## config.mk

```make
export PLATFORM = sky130hd
export DESIGN_NAME = mem_port_arbiter_flat
export DESIGN_NICKNAME = d
export VERILOG_FILES = /design/src/rtl/mem_port_if.sv /design/src/rtl/mem_port_arbiter.sv /design/src/flat_wrapper.sv
export SDC_FILE = /design/constraint.sdc
export NUM_CORES = 1
export LEC_CHECK = 0
export CORE_AREA = 2 2 109 111
export CTS_CLUSTER_SIZE = 28
export DETAILED_ROUTE_END_ITERATION = 12
export DIE_AREA = 0 0 111 113
export PLACE_DENSITY = 0.83
export SLEW_MARGIN = 15
export SYNTH_ARGS = -nofsm -noshare
export SYNTH_HDL_FRONTEND = slang
export SYNTH_SLANG_ARGS = --single-unit
```

## constraint.sdc

```tcl
create_clock -name CLK -period 8 [get_ports CLK]
set_input_delay 2.4 -clock CLK [delete_from_list [all_inputs] [get_ports CLK]]
set_output_delay 2.4 -clock CLK [all_outputs]
set_load 0.005 [all_outputs]
```

## src/rtl/mem_port_if.sv

```systemverilog
// Bundle of the fetch (I), data (D) and memory (M) handshakes around mem_port_arbiter.
// slave is the arbiter's view; master is the view of whatever surrounds it.
interface mem_port_if #(
  parameter int ADDR_W = 32,
  parameter int DATA_W = 32
);
  localparam int BE_W = DATA_W / 8;

  logic              I_REQ;
  logic [ADDR_W-1:0] I_ADDR;
  logic              I_GNT;
  logic              I_RVALID;
  logic [DATA_W-1:0] I_RDATA;

  logic              D_REQ;
  logic              D_WE;
  logic [BE_W-1:0]   D_BE;
  logic [ADDR_W-1:0] D_ADDR;
  logic [DATA_W-1:0] D_WDATA;
  logic              D_GNT;
  logic              D_RVALID;
  logic [DATA_W-1:0] D_RDATA;

  logic              M_REQ;
  logic              M_WE;
  logic [BE_W-1:0]   M_BE;
  logic [ADDR_W-1:0] M_ADDR;
  logic [DATA_W-1:0] M_WDATA;
  logic              M_READY;
  logic              M_RVALID;
  logic [DATA_W-1:0] M_RDATA;

  logic              BUS_ERR;

  modport slave (
    input  I_REQ, I_ADDR, D_REQ, D_WE, D_BE, D_ADDR, D_WDATA, M_READY, M_RVALID, M_RDATA,
    output I_GNT, I_RVALID, I_RDATA, D_GNT, D_RVALID, D_RDATA,
           M_REQ, M_WE, M_BE, M_ADDR, M_WDATA, BUS_ERR
  );

  modport master (
    output I_REQ, I_ADDR, D_REQ, D_WE, D_BE, D_ADDR, D_WDATA, M_READY, M_RVALID, M_RDATA,
    input  I_GNT, I_RVALID, I_RDATA, D_GNT, D_RVALID, D_RDATA,
           M_REQ, M_WE, M_BE, M_ADDR, M_WDATA, BUS_ERR
  );
endinterface

```

## src/rtl/mem_port_arbiter.sv

```systemverilog
// Shares one single-ported memory between fetch (I) and load/store (D), one transaction at a time.
// Define MEMARB_RR_EN for round-robin arbitration; default is fixed priority D over I.
//
// state | meaning
// IDLE  | no transaction; arbitrate and grant combinationally
// ISSUE | M_REQ held with registered command until M_READY
// WAIT  | waiting for M_RVALID (or timeout) to complete the owner's request
module mem_port_arbiter #(
  parameter int ADDR_W  = 32,
  parameter int DATA_W  = 32,
  parameter int TIMEOUT = 255
) (
  input logic      CLK,
  input logic      RST,
  mem_port_if.slave bus
);
  localparam int BE_W  = DATA_W / 8;
  localparam int CNT_W = (TIMEOUT > 1) ? $clog2(TIMEOUT) : 1;
  localparam logic [CNT_W-1:0] CNT_LAST = CNT_W'(TIMEOUT - 1);

  localparam logic [1:0] S_IDLE  = 2'd0;
  localparam logic [1:0] S_ISSUE = 2'd1;
  localparam logic [1:0] S_WAIT  = 2'd2;

  logic [1:0]       state;
  logic             owner_d;
  logic [CNT_W-1:0] cnt;
  logic             win_d;
  logic             win_i;
  logic             grant;
  logic             done;
  logic             abort;

`ifdef MEMARB_RR_EN
  // last_d remembers whether D took the previous grant; reset behaves as if I did
  logic last_d;

  always_comb win_d = bus.D_REQ && (!bus.I_REQ || !last_d);

  always_ff @(posedge CLK or posedge RST) begin
    if (RST) last_d <= 1'b0;
    else if (grant) last_d <= win_d;
  end
`else
  always_comb win_d = bus.D_REQ;
`endif

  assign win_i = bus.I_REQ && !win_d;
  assign grant = (state == S_IDLE) && (bus.I_REQ || bus.D_REQ);

  assign bus.I_GNT = (state == S_IDLE) && win_i;
  assign bus.D_GNT = (state == S_IDLE) && win_d;

  // real memory data beats a timeout landing in the same cycle
  assign done  = (state == S_WAIT) && bus.M_RVALID;
  assign abort = (TIMEOUT != 0) && (state != S_IDLE) && (cnt == CNT_LAST) && !done;

  assign bus.I_RVALID = (done || abort) && !owner_d;
  assign bus.D_RVALID = (done || abort) && owner_d;
  assign bus.I_RDATA  = (done && !owner_d) ? bus.M_RDATA : '0;
  assign bus.D_RDATA  = (done && owner_d && !bus.M_WE) ? bus.M_RDATA : '0;
  assign bus.BUS_ERR  = abort;

  always_ff @(posedge CLK or posedge RST) begin
    if (RST) begin
      state       <= S_IDLE;
      owner_d     <= 1'b0;
      cnt         <= '0;
      bus.M_REQ   <= 1'b0;
      bus.M_WE    <= 1'b0;
      bus.M_BE    <= '0;
      bus.M_ADDR  <= '0;
      bus.M_WDATA <= '0;
    end else begin
      case (state)
        S_IDLE: begin
          if (grant) begin
            state     <= S_ISSUE;
            owner_d   <= win_d;
            cnt       <= '0;
            bus.M_REQ <= 1'b1;
            if (win_d) begin
              bus.M_WE    <= bus.D_WE;
              bus.M_BE    <= bus.D_WE ? bus.D_BE : {BE_W{1'b1}};
              bus.M_ADDR  <= bus.D_ADDR;
              bus.M_WDATA <= bus.D_WDATA;
            end else begin
              bus.M_WE    <= 1'b0;
              bus.M_BE    <= {BE_W{1'b1}};
              bus.M_ADDR  <= bus.I_ADDR;
              bus.M_WDATA <= '0;
            end
          end
        end
        S_ISSUE: begin
          cnt <= cnt + 1'b1;
          if (abort) begin
            state     <= S_IDLE;
            bus.M_REQ <= 1'b0;
          end else if (bus.M_READY) begin
            state     <= S_WAIT;
            bus.M_REQ <= 1'b0;
          end
        end
        S_WAIT: begin
          cnt <= cnt + 1'b1;
          if (done || abort) state <= S_IDLE;
        end
        default: state <= S_IDLE;
      endcase
    end
  end
endmodule

```

## src/flat_wrapper.sv

```systemverilog
// flat-port wrapper written by rule: the top's interface ports become plain ports
module mem_port_arbiter_flat 
#(
  parameter int ADDR_W  = 32,
  parameter int DATA_W  = 32,
  parameter int TIMEOUT = 255
)
  (CLK, RST, bus_I_REQ, bus_I_ADDR, bus_D_REQ, bus_D_WE, bus_D_BE, bus_D_ADDR, bus_D_WDATA, bus_M_READY, bus_M_RVALID, bus_M_RDATA, bus_I_GNT, bus_I_RVALID, bus_I_RDATA, bus_D_GNT, bus_D_RVALID, bus_D_RDATA, bus_M_REQ, bus_M_WE, bus_M_BE, bus_M_ADDR, bus_M_WDATA, bus_BUS_ERR);
  mem_port_if #(.ADDR_W(ADDR_W), .DATA_W(DATA_W)) bus_i ();
  input logic CLK;
  input logic RST;
  input wire logic [$bits(bus_i.I_REQ)-1:0] bus_I_REQ;
  input wire logic [$bits(bus_i.I_ADDR)-1:0] bus_I_ADDR;
  input wire logic [$bits(bus_i.D_REQ)-1:0] bus_D_REQ;
  input wire logic [$bits(bus_i.D_WE)-1:0] bus_D_WE;
  input wire logic [$bits(bus_i.D_BE)-1:0] bus_D_BE;
  input wire logic [$bits(bus_i.D_ADDR)-1:0] bus_D_ADDR;
  input wire logic [$bits(bus_i.D_WDATA)-1:0] bus_D_WDATA;
  input wire logic [$bits(bus_i.M_READY)-1:0] bus_M_READY;
  input wire logic [$bits(bus_i.M_RVALID)-1:0] bus_M_RVALID;
  input wire logic [$bits(bus_i.M_RDATA)-1:0] bus_M_RDATA;
  output wire logic [$bits(bus_i.I_GNT)-1:0] bus_I_GNT;
  output wire logic [$bits(bus_i.I_RVALID)-1:0] bus_I_RVALID;
  output wire logic [$bits(bus_i.I_RDATA)-1:0] bus_I_RDATA;
  output wire logic [$bits(bus_i.D_GNT)-1:0] bus_D_GNT;
  output wire logic [$bits(bus_i.D_RVALID)-1:0] bus_D_RVALID;
  output wire logic [$bits(bus_i.D_RDATA)-1:0] bus_D_RDATA;
  output wire logic [$bits(bus_i.M_REQ)-1:0] bus_M_REQ;
  output wire logic [$bits(bus_i.M_WE)-1:0] bus_M_WE;
  output wire logic [$bits(bus_i.M_BE)-1:0] bus_M_BE;
  output wire logic [$bits(bus_i.M_ADDR)-1:0] bus_M_ADDR;
  output wire logic [$bits(bus_i.M_WDATA)-1:0] bus_M_WDATA;
  output wire logic [$bits(bus_i.BUS_ERR)-1:0] bus_BUS_ERR;
  assign bus_i.I_REQ = bus_I_REQ;
  assign bus_i.I_ADDR = bus_I_ADDR;
  assign bus_i.D_REQ = bus_D_REQ;
  assign bus_i.D_WE = bus_D_WE;
  assign bus_i.D_BE = bus_D_BE;
  assign bus_i.D_ADDR = bus_D_ADDR;
  assign bus_i.D_WDATA = bus_D_WDATA;
  assign bus_i.M_READY = bus_M_READY;
  assign bus_i.M_RVALID = bus_M_RVALID;
  assign bus_i.M_RDATA = bus_M_RDATA;
  assign bus_I_GNT = bus_i.I_GNT;
  assign bus_I_RVALID = bus_i.I_RVALID;
  assign bus_I_RDATA = bus_i.I_RDATA;
  assign bus_D_GNT = bus_i.D_GNT;
  assign bus_D_RVALID = bus_i.D_RVALID;
  assign bus_D_RDATA = bus_i.D_RDATA;
  assign bus_M_REQ = bus_i.M_REQ;
  assign bus_M_WE = bus_i.M_WE;
  assign bus_M_BE = bus_i.M_BE;
  assign bus_M_ADDR = bus_i.M_ADDR;
  assign bus_M_WDATA = bus_i.M_WDATA;
  assign bus_BUS_ERR = bus_i.BUS_ERR;
  mem_port_arbiter #(.ADDR_W(ADDR_W), .DATA_W(DATA_W), .TIMEOUT(TIMEOUT)) u_core (.CLK(CLK), .RST(RST), .bus(bus_i));
endmodule
```

==> flow_summary.yaml <==
placed_design:
  routabilityCongestion: 0.8129
  port_buffers: 277
  dp_slack_ns: 1.351
  hpwl_mm: 10.46
synthesis:
  synth_top_area_share_pct: 50.85
  synth.distinct_cells: 37
  synth_nets: 520
  synth_common_cells: "dfrtp_1, and2_1, nand2_1"
  yosysMostFrequentCell: "dfrtp_1"
  yosys.area.top_type: "dfrtp_1"
  synthesis.area_sq_um: 3986
  synth_warnings: 0
  async_flop_share_pct: 100.0
  synth_edf_count: 0
  ys_ff_latch: 81
  synth_seq_area_share_pct: 50.85
  ys.flop_type: "dfrtp_1"
  yosys-top-cells-area: "dfrtp_1, and2_1, mux2i_1"
  syn_area_per_cell_sq_um: 10.60
  syn_inst: 376
sta:
  rsz0062_at_grt: "no"
  setup_ws_ns: 1.343
  hold_viol: 0
  hold_slack_ns: 0.4821
  fin_crit_ns: 6.657
  fmaxAchievable_mhz: 150.2
  max-slew-margin-rel_pct: 32.53
  skew_ns: 0.006614
  fin_setup_tns_ns: 0
  final-setup-viol-count: 0
  drv_slew: 0
  fin_crit_sh_pct: 83.22
  worstMarginPinSlew_ns: 1.012
worst_setup_path:
  crit_family: "buffers and inverters"
  crit_chain: "clkdlybuf4s50_1 > nand2_1 > nor3b_2 > buf_4 > and2_1 > clkdlybuf4s50_1"
  crit_slowest_cell: "clkdlybuf4s50_1"
  cp.buffers_inverters: 3
  cp-start-kind: "input port"
  crit_top_cell: "clkdlybuf4s50_1"
  r2r_cells: 5
  cp-end-kind: "primary output"
  worstPathRequired_ns: 5.60
  r2r_setup_slack_ns: 5.90
  worstReg2RegEnd: "u_core.bus.M_ADDR[8]$_DFFE_PP0P_"
  path_max_fanout: 32
  max_stage_delay_ns: 0.56
  r2r_start: "u_core.state[0]$_DFFE_PP0P_"
  cp_data_arrival_time_ns: 4.26
  path_class: "input port to primary output"
detailed_routing:
  drt-initial-drc-count: 166
  via_count: 3817
  routedWlPerCell_um: 16.40
  vias_per_cell: 4.807
  firstDrtPassIters: 4
  ant_nets: 0
  finalWirelength_mm: 13.02
  drc_errors: 0
clock_tree:
  clockRootBuffer: "clkbuf_16"
  cts.path.max_buffers: 2
  cts_buffers: 9
  cts_sinks: 81
  cts_tree: "done"
  ctsHoldBuffers: 0
  cts.reportedPaths.clkPinSlew_ns: 0.07
  h-tree-depth: 3
  cts.repair.resized: 0
  insertion_delay_ns: 0.33
  cts_setup_buffers: 0
die:
  core_region_area_sq_um: 11270
  die-height_um: 113
  die-area_sq_um: 12540
  rows: 39
  io_pins: 278
  start_util_pct: 35.36
  die_x_um: 111
cells_and_area:
  drive_gt1_share_pct: 5.077
  areaGrowthSynthToFinish_pct: 79.57
  fin_nets: 789
global_routing:
  grt_max_degree: 82
  antenna_found_initial: 1
  grt_pass1_wl_mm: 20.65
  first_global_vias: 3921
  grt_usage_pct: 21.00
  grt-ovfl-total: 0
pwr:
  p_leak_uw: 0.003063
  ir_worst_vdd_mv: 0.2092
  total_power_uw: 2030
  pwr_density_cell_nw_per_um2: 283.6
min_path:
  holdCritStartpoint: "u_core.bus.M_ADDR[27]$_DFFE_PP0P_"
  hp-class: "register to register"
  hold-path-endpoint: "u_core.bus.M_ADDR[27]$_DFFE_PP0P_"
  holdPathStages: 2
flow_run:
  maxCapViolCount: 0
run_status:
  status: "completed"
metal layers:
metal | vias to the layer above | track usage, % | wire length [um]
met1 | 1753 | 23.98 | 5016
met3 | 25 | 6.588 | 1133
met5 | - | 0 | 0
li1 | 1836 | - | -
met4 | 0 | 8.333 | 383
met2 | 203 | 36.85 | 6485
through the flow:
stage                     std cells  instance area [sq um]  util, %
after floorplan                 376                   3986        -
after global placement          777                   6855    60.82
after detailed placement        777                   6855    60.82
after CTS                       793                   7156    63.48
after global routing            793                   7156    63.48
final                           794                   7158    63.50
cell usage in the layout, fill, tap and decap left out, types with 2 or more instances in the layout:
master	netlist	final
o22a_1	4	4
inv_1	5	4
nand4b_1	2	2
nor4b_2	3	3
inv_6	0	4
xnor2_1	5	5
dfrtp_1	81	81
clkbuf_16	0	9
buf_4	5	6
a22o_1	32	32
clkinv_2	0	3
o21ai_0	35	35
nor2b_1	3	3
mux2i_1	32	32
ha_1	5	5
nand3_1	2	2
a21o_1	2	2
nor2_1	11	11
clkdlybuf4s50_1	0	276
o21ai_1	2	2
nand2_1	42	42
a31oi_1	2	2
a21oi_1	4	4
and2_1	65	65
how the worst max path moves through the flow:
stage	end	cells after the start	slack (ns)	start
6_report	bus_D_RDATA[31]	6	1.34	bus_M_RVALID
2_1_floorplan	bus_D_RDATA[10]	4	2.47	bus_M_RVALID
5_1_grt	bus_D_RDATA[31]	6	1.22	bus_M_RVALID
4_1_cts	bus_D_RDATA[31]	6	1.34	bus_M_RVALID
3_3_place_gp	bus_D_RDATA[20]	6	1.41	bus_M_RVALID
3_5_place_dp	bus_D_RDATA[31]	6	1.35	bus_M_RVALID
state kept, by name (all words and copies together), names as in the netlist:
name	cells
u_core.bus.M_BE	4
u_core.state	2
u_core.bus.M_WDATA	32
u_core.cnt	8
u_core.bus.M_ADDR	32
u_core.bus.M_REQ	1
u_core.owner_d	1
u_core.bus.M_WE	1
tightest hold or removal path, cell delays in order, from the launching register on:
cell     delay, ns
dfrtp_1       0.35
nand2_1       0.05
o21ai_0       0.06
power breakdown:
group	switching (uW)	internal (uW)	total, uW
sequential	106	587	693
combinational	377	544	921
clock	171	245	416
total	654	1380	2030
kinds of logic after synthesis:
group	Yosys count	share of synthesized area, %
mux	33	8.318
flops	81	50.85
simple gates	135	19.46
fa+ha+maj	5	1.569
compound gates	87	14.94
buf+inv	30	3.767
xor+xnor	5	1.099
cell type report:
type                    count  area (sq um)
clock buffers               9         225.2
inverters                   5         20.02
repair buffers            283          2813
fillers                   901          4114
flip-flops and latches     81          2027
well taps                 143         178.9
clock inverters             7         75.07
multi-input cells         265          1817
diodes                      1         2.502
No activity file was read; power rests on OpenSTA's default activity.
==> RTL edit 1: new RTL, same flow settings <==
`TIMEOUT` is set to 255 in 2 places; all go to 510.
--- a/src/rtl/mem_port_arbiter.sv
+++ b/src/rtl/mem_port_arbiter.sv
@@ -8,7 +8,7 @@
 module mem_port_arbiter #(
   parameter int ADDR_W  = 32,
   parameter int DATA_W  = 32,
-  parameter int TIMEOUT = 255
+  parameter int TIMEOUT = 510
 ) (
   input logic      CLK,
   input logic      RST,
--- a/src/flat_wrapper.sv
+++ b/src/flat_wrapper.sv
@@ -3,7 +3,7 @@
 #(
   parameter int ADDR_W  = 32,
   parameter int DATA_W  = 32,
-  parameter int TIMEOUT = 255
+  parameter int TIMEOUT = 510
 )
   (CLK, RST, bus_I_REQ, bus_I_ADDR, bus_D_REQ, bus_D_WE, bus_D_BE, bus_D_ADDR, bus_D_WDATA, bus_M_READY, bus_M_RVALID, bus_M_RDATA, bus_I_GNT, bus_I_RVALID, bus_I_RDATA, bus_D_GNT, bus_D_RVALID, bus_D_RDATA, bus_M_REQ, bus_M_WE, bus_M_BE, bus_M_ADDR, bus_M_WDATA, bus_BUS_ERR);
   mem_port_if #(.ADDR_W(ADDR_W), .DATA_W(DATA_W)) bus_i ();
Function: same outputs for any inputs over 4 cycles, from zero or initial values and one cycle with RST high; that may be too few to reach the edited logic, so the function may still have changed.
==> RTL edit 1 against the unedited design <==
Utilization grew 1.1 points; synthesized cell count grew 3.7%; sequential share of layout area shrank 0.15 points; via count grew 3.1%; sequential cell count grew 1; hold slack lost 0.0060 ns; total power grew 3.8%; routed wire length grew 1.5%; final area grew 1.8%; synthesized area grew 1.7%; combinational power grew 2%; worst setup slack gained 0.12 ns; clock power grew 11%; critical endpoint is now bus_D_RDATA[12]; largest cell class unchanged.
==> RTL edit 1: results (changes against the unedited design) <==
Tcrit/Tclk final -> 0.8176 (-0.01452)
Fill count -> 891 (-1.1%)
Non-clock inverters -> 6 (+1)
Biggest regs -> u_core.bus.M_ADDR (32), u_core.bus.M_WDATA (32), u_core.cnt (9)
Worst R2R Setup Slack -> 5.62 ns (-0.28 ns)
Met3 Resource Use GR -> 0.06160 (-0.004285)
Clk pwr -> 0.460 mW (+11%)
Seq/Total Area, Yosys -> 0.5062 (-0.002302)
# nets final -> 801 (+1.5%)
GR Layer Usage met2 -> 0.3849 (+0.01636)
Top cells by area, synth -> dfrtp_1, and2_1, mux2i_1, a22o_1, o21ai_0
Routed vias -> 3936 (+3.1%)
Post-Route WL -> 13210 µm (+1.5%)
Synth Net Count -> 534 (+2.7%)
Run status -> finished clean
Placed inst area -> 0.006945 mm² (+1.3%)
Met2 routed WL -> 6940 µm (+7.0%)
Wl on met1 -> 4732 µm (-5.7%)
HPWL after DPL -> 10350 µm (-1.1%)
Hold endpoint -> u_core.bus.M_ADDR[9]$_DFFE_PP0P_
Worst EP arrival -> 4.14 ns (-0.12 ns)
Worst Reg-to-Reg Cells -> 6 (+1)
Gr usage total -> 0.2101 (about the same)
Skew final -> 0.005224 ns (-0.001391 ns)
Slew headroom -> 0.2405 (-0.08479)
CP max stage delay -> 0.51 ns (-0.05 ns)
Pre-CTS WS -> 1.437 ns (+0.08596 ns)
Final clock-cell share -> 0.04655 (+0.004597)
Reg area -> 0.002052 mm² (+1.2%)
Non-Filler Instances -> 805 (+1.4%)
P_leak -> 3.122 nW (+1.9%)
RTL edit 1: cell count changes after synthesis, sizes merged, moves of 2 or more:
cell / unedited run / this run
buf: 15 / 13
nor2: 12 / 9
o21ai: 38 / 43
nand4: 1 / 4
o311ai: 0 / 2
clkbuf: 10 / 14
xnor2: 5 / 3
nor4b: 3 / 1
a21oi: 4 / 2
nand4b: 2 / 0
xor2: 0 / 3
nand2b: 0 / 2
RTL edit 1: logic make-up after synthesis:
kind of cell,after synthesis,synth area share
mux,34,0.08518
buf+inv,33,0.03457
compound gates,90,0.1515
fa+ha+maj,5,0.01543
xor+xnor,6,0.01297
simple gates,140,0.1941
flops,82,0.5062
RTL edit 1: metrics by stage:
stage	utilization	hold WS, ns	power, mW
5_1_grt	0.6462	0.5120	2.250
4_1_cts	0.6462	0.4825	2.134
2_1_floorplan	-	0.4733	1.108
6_report	0.6462	0.4761	2.108
3_5_place_dp	0.6162	0.4698	1.661
3_3_place_gp	0.6162	0.4615	1.621
==> RTL edit 2: new RTL, config.mk and constraints unchanged <==
Made on the original files. Build with the macro `MEMARB_RR_EN` defined.
--- a/src/rtl/mem_port_arbiter.sv
+++ b/src/rtl/mem_port_arbiter.sv
@@ -5,6 +5,8 @@
 // IDLE  | no transaction; arbitrate and grant combinationally
 // ISSUE | M_REQ held with registered command until M_READY
 // WAIT  | waiting for M_RVALID (or timeout) to complete the owner's request
+`define MEMARB_RR_EN
+
 module mem_port_arbiter #(
   parameter int ADDR_W  = 32,
   parameter int DATA_W  = 32,
Function: changed (Yosys sat finds a counterexample within 4 cycles, from zero or initial values and one cycle with RST high).
==> RTL edit 2 against the unedited design <==
Sequential share of layout area shrank 0.26 points; total power grew 1.6%; utilization grew 0.59 points; sequential cell count is the same; routed wire length grew 7.6%; final area grew 0.93%; worst setup slack gained 0.049 ns; clock power grew 21%; synthesized area shrank 1.6%; largest power group unchanged; highest routed layer unchanged.
==> RTL edit 2: results (changes against the unedited design) <==
Fill count -> 903 (+0.22%)
First DRT Iteration DRCs -> 144 (-13%)
Slowest CP cell -> clkdlybuf4s50_1
Switching Power -> 0.6396 mW (-2.2%)
Clock insertion delay at the later pin of the skew report -> 0.33 ns (about the same)
Skew final -> 0.006046 ns (-0.0005684 ns)
CTS Buf Count -> 9 (unchanged)
Wire length per cell -> 17.55 µm (+7.1%)
Tcrit/Tclk final -> 0.8261 (-0.006108)
Slew @ Worst Pin -> 1.090 ns (+0.07843 ns)
Initial antenna violation count -> 2 (+1)
Commonest cells post-synth -> dfrtp_1, and2_1, nand2_1
Hold endpoint -> u_core.bus.M_ADDR[17]$_DFFE_PP0P_
Wire length on met3 -> 1028 µm (-9.3%)
Largest net degree at the start of global routing -> 82 (unchanged)
First-pass detailed-route iteration total -> 4 (unchanged)
Top cells by area, synth -> dfrtp_1, and2_1, mux2i_1, a22o_1, o21ai_0
Hold path startpoint -> u_core.bus.M_ADDR[17]$_DFFE_PP0P_
GPL Wtd Cong -> 0.9746 (+20%)
P_leak -> 3.039 nW (-0.79%)
Synth cell types -> 36 (-2.7%)
# nets final -> 792 (+0.38%)
Post-Route WL -> 14010 µm (+7.6%)
Met3 Resource Use GR -> 0.05410 (-0.01178)
Hold Path Depth -> 2 (unchanged)
Placed inst area -> 0.006853 mm² (about the same)
Seq/Total Area, Yosys -> 0.5166 (+0.008107)
Gr usage total -> 0.2151 (+0.005136)
Worst VDD drop -> 0.0001552 V (-26%)
Final hold slack -> 0.4800 ns (-0.002184 ns)
Synth Net Count -> 522 (+0.38%)
GR Layer Usage met2 -> 0.4135 (+0.04499)
Async SR Flop Fraction -> 1.000 (unchanged)
Global-route met1 utilization -> 0.2207 (-0.01905)
CP delay by family, top -> buffers and inverters
Drt via density -> 4.901 (+1.9%)
Power Density -> 285.6 mW/mm² (+0.68%)
CP max stage delay -> 0.54 ns (-0.02 ns)
Worst R2R Setup Slack -> 5.79 ns (-0.11 ns)
Seq pwr share -> 0.327 (-0.014)
Placed Instances -> 780 (+0.39%)
Wl on met1 -> 5076 µm (+1.2%)
Post-Synthesis Cells -> 378 (+0.53%)
HPWL after DPL -> 11150 µm (+6.6%)
Pre-CTS WS -> 1.388 ns (+0.03694 ns)
End of the worst register-to-register path -> u_core.bus.M_ADDR[16]$_DFFE_PP0P_
Number of global-route vias before repair -> 3870 (-1.3%)
Layout cell share with drive strength beyond 1 -> 0.04747 (-0.003296)
Worst EP arrival -> 4.21 ns (-0.05 ns)
Clk pwr -> 0.504 mW (+21%)
Clock root cell -> clkbuf_16
Post-CTS setup buffers -> 0 (unchanged)
Met2 routed WL -> 7607 µm (+17%)
Worst setup path end -> bus_D_RDATA[4]
CP startpoint -> bus_M_RVALID
Run status -> finished clean
H-Tree Depth -> 3 (unchanged)
First-pass GRT wire length -> 20790 µm (+0.67%)
RTL edit 2: final cells by class:
cell class | instances | area (µm²) | share of cell area
clock buffers | 9 | 225.2 | 0.03117
flip-flops and latches | 81 | 2027 | 0.2806
inverters | 5 | 20.02 | 0.002771
diodes | 2 | 5.005 | 0.0006928
clock inverters | 7 | 141.4 | 0.01957
multi-input cells | 267 | 1802 | 0.2494
well taps | 143 | 178.9 | 0.02477
repair buffers | 284 | 2825 | 0.3911
RTL edit 2: cell families after synthesis:
| logic type | Yosys count | share of synthesized area |
|---|---|---|
| AO/OA/AOI/OAI | 89 | 0.1553 |
| flip-flops | 81 | 0.5166 |
| AND/OR/NAND/NOR | 137 | 0.1904 |
| adder cells (fa/ha/maj) | 5 | 0.01594 |
| buffers and inverters | 30 | 0.03125 |
| XOR/XNOR | 4 | 0.008930 |
| multiplexers | 32 | 0.08163 |
RTL edit 2: tightest hold or removal path, cell delays in order, from the launching register on:
cell	delay, ns
dfrtp_1	0.34
nand2_1	0.05
o21ai_0	0.06
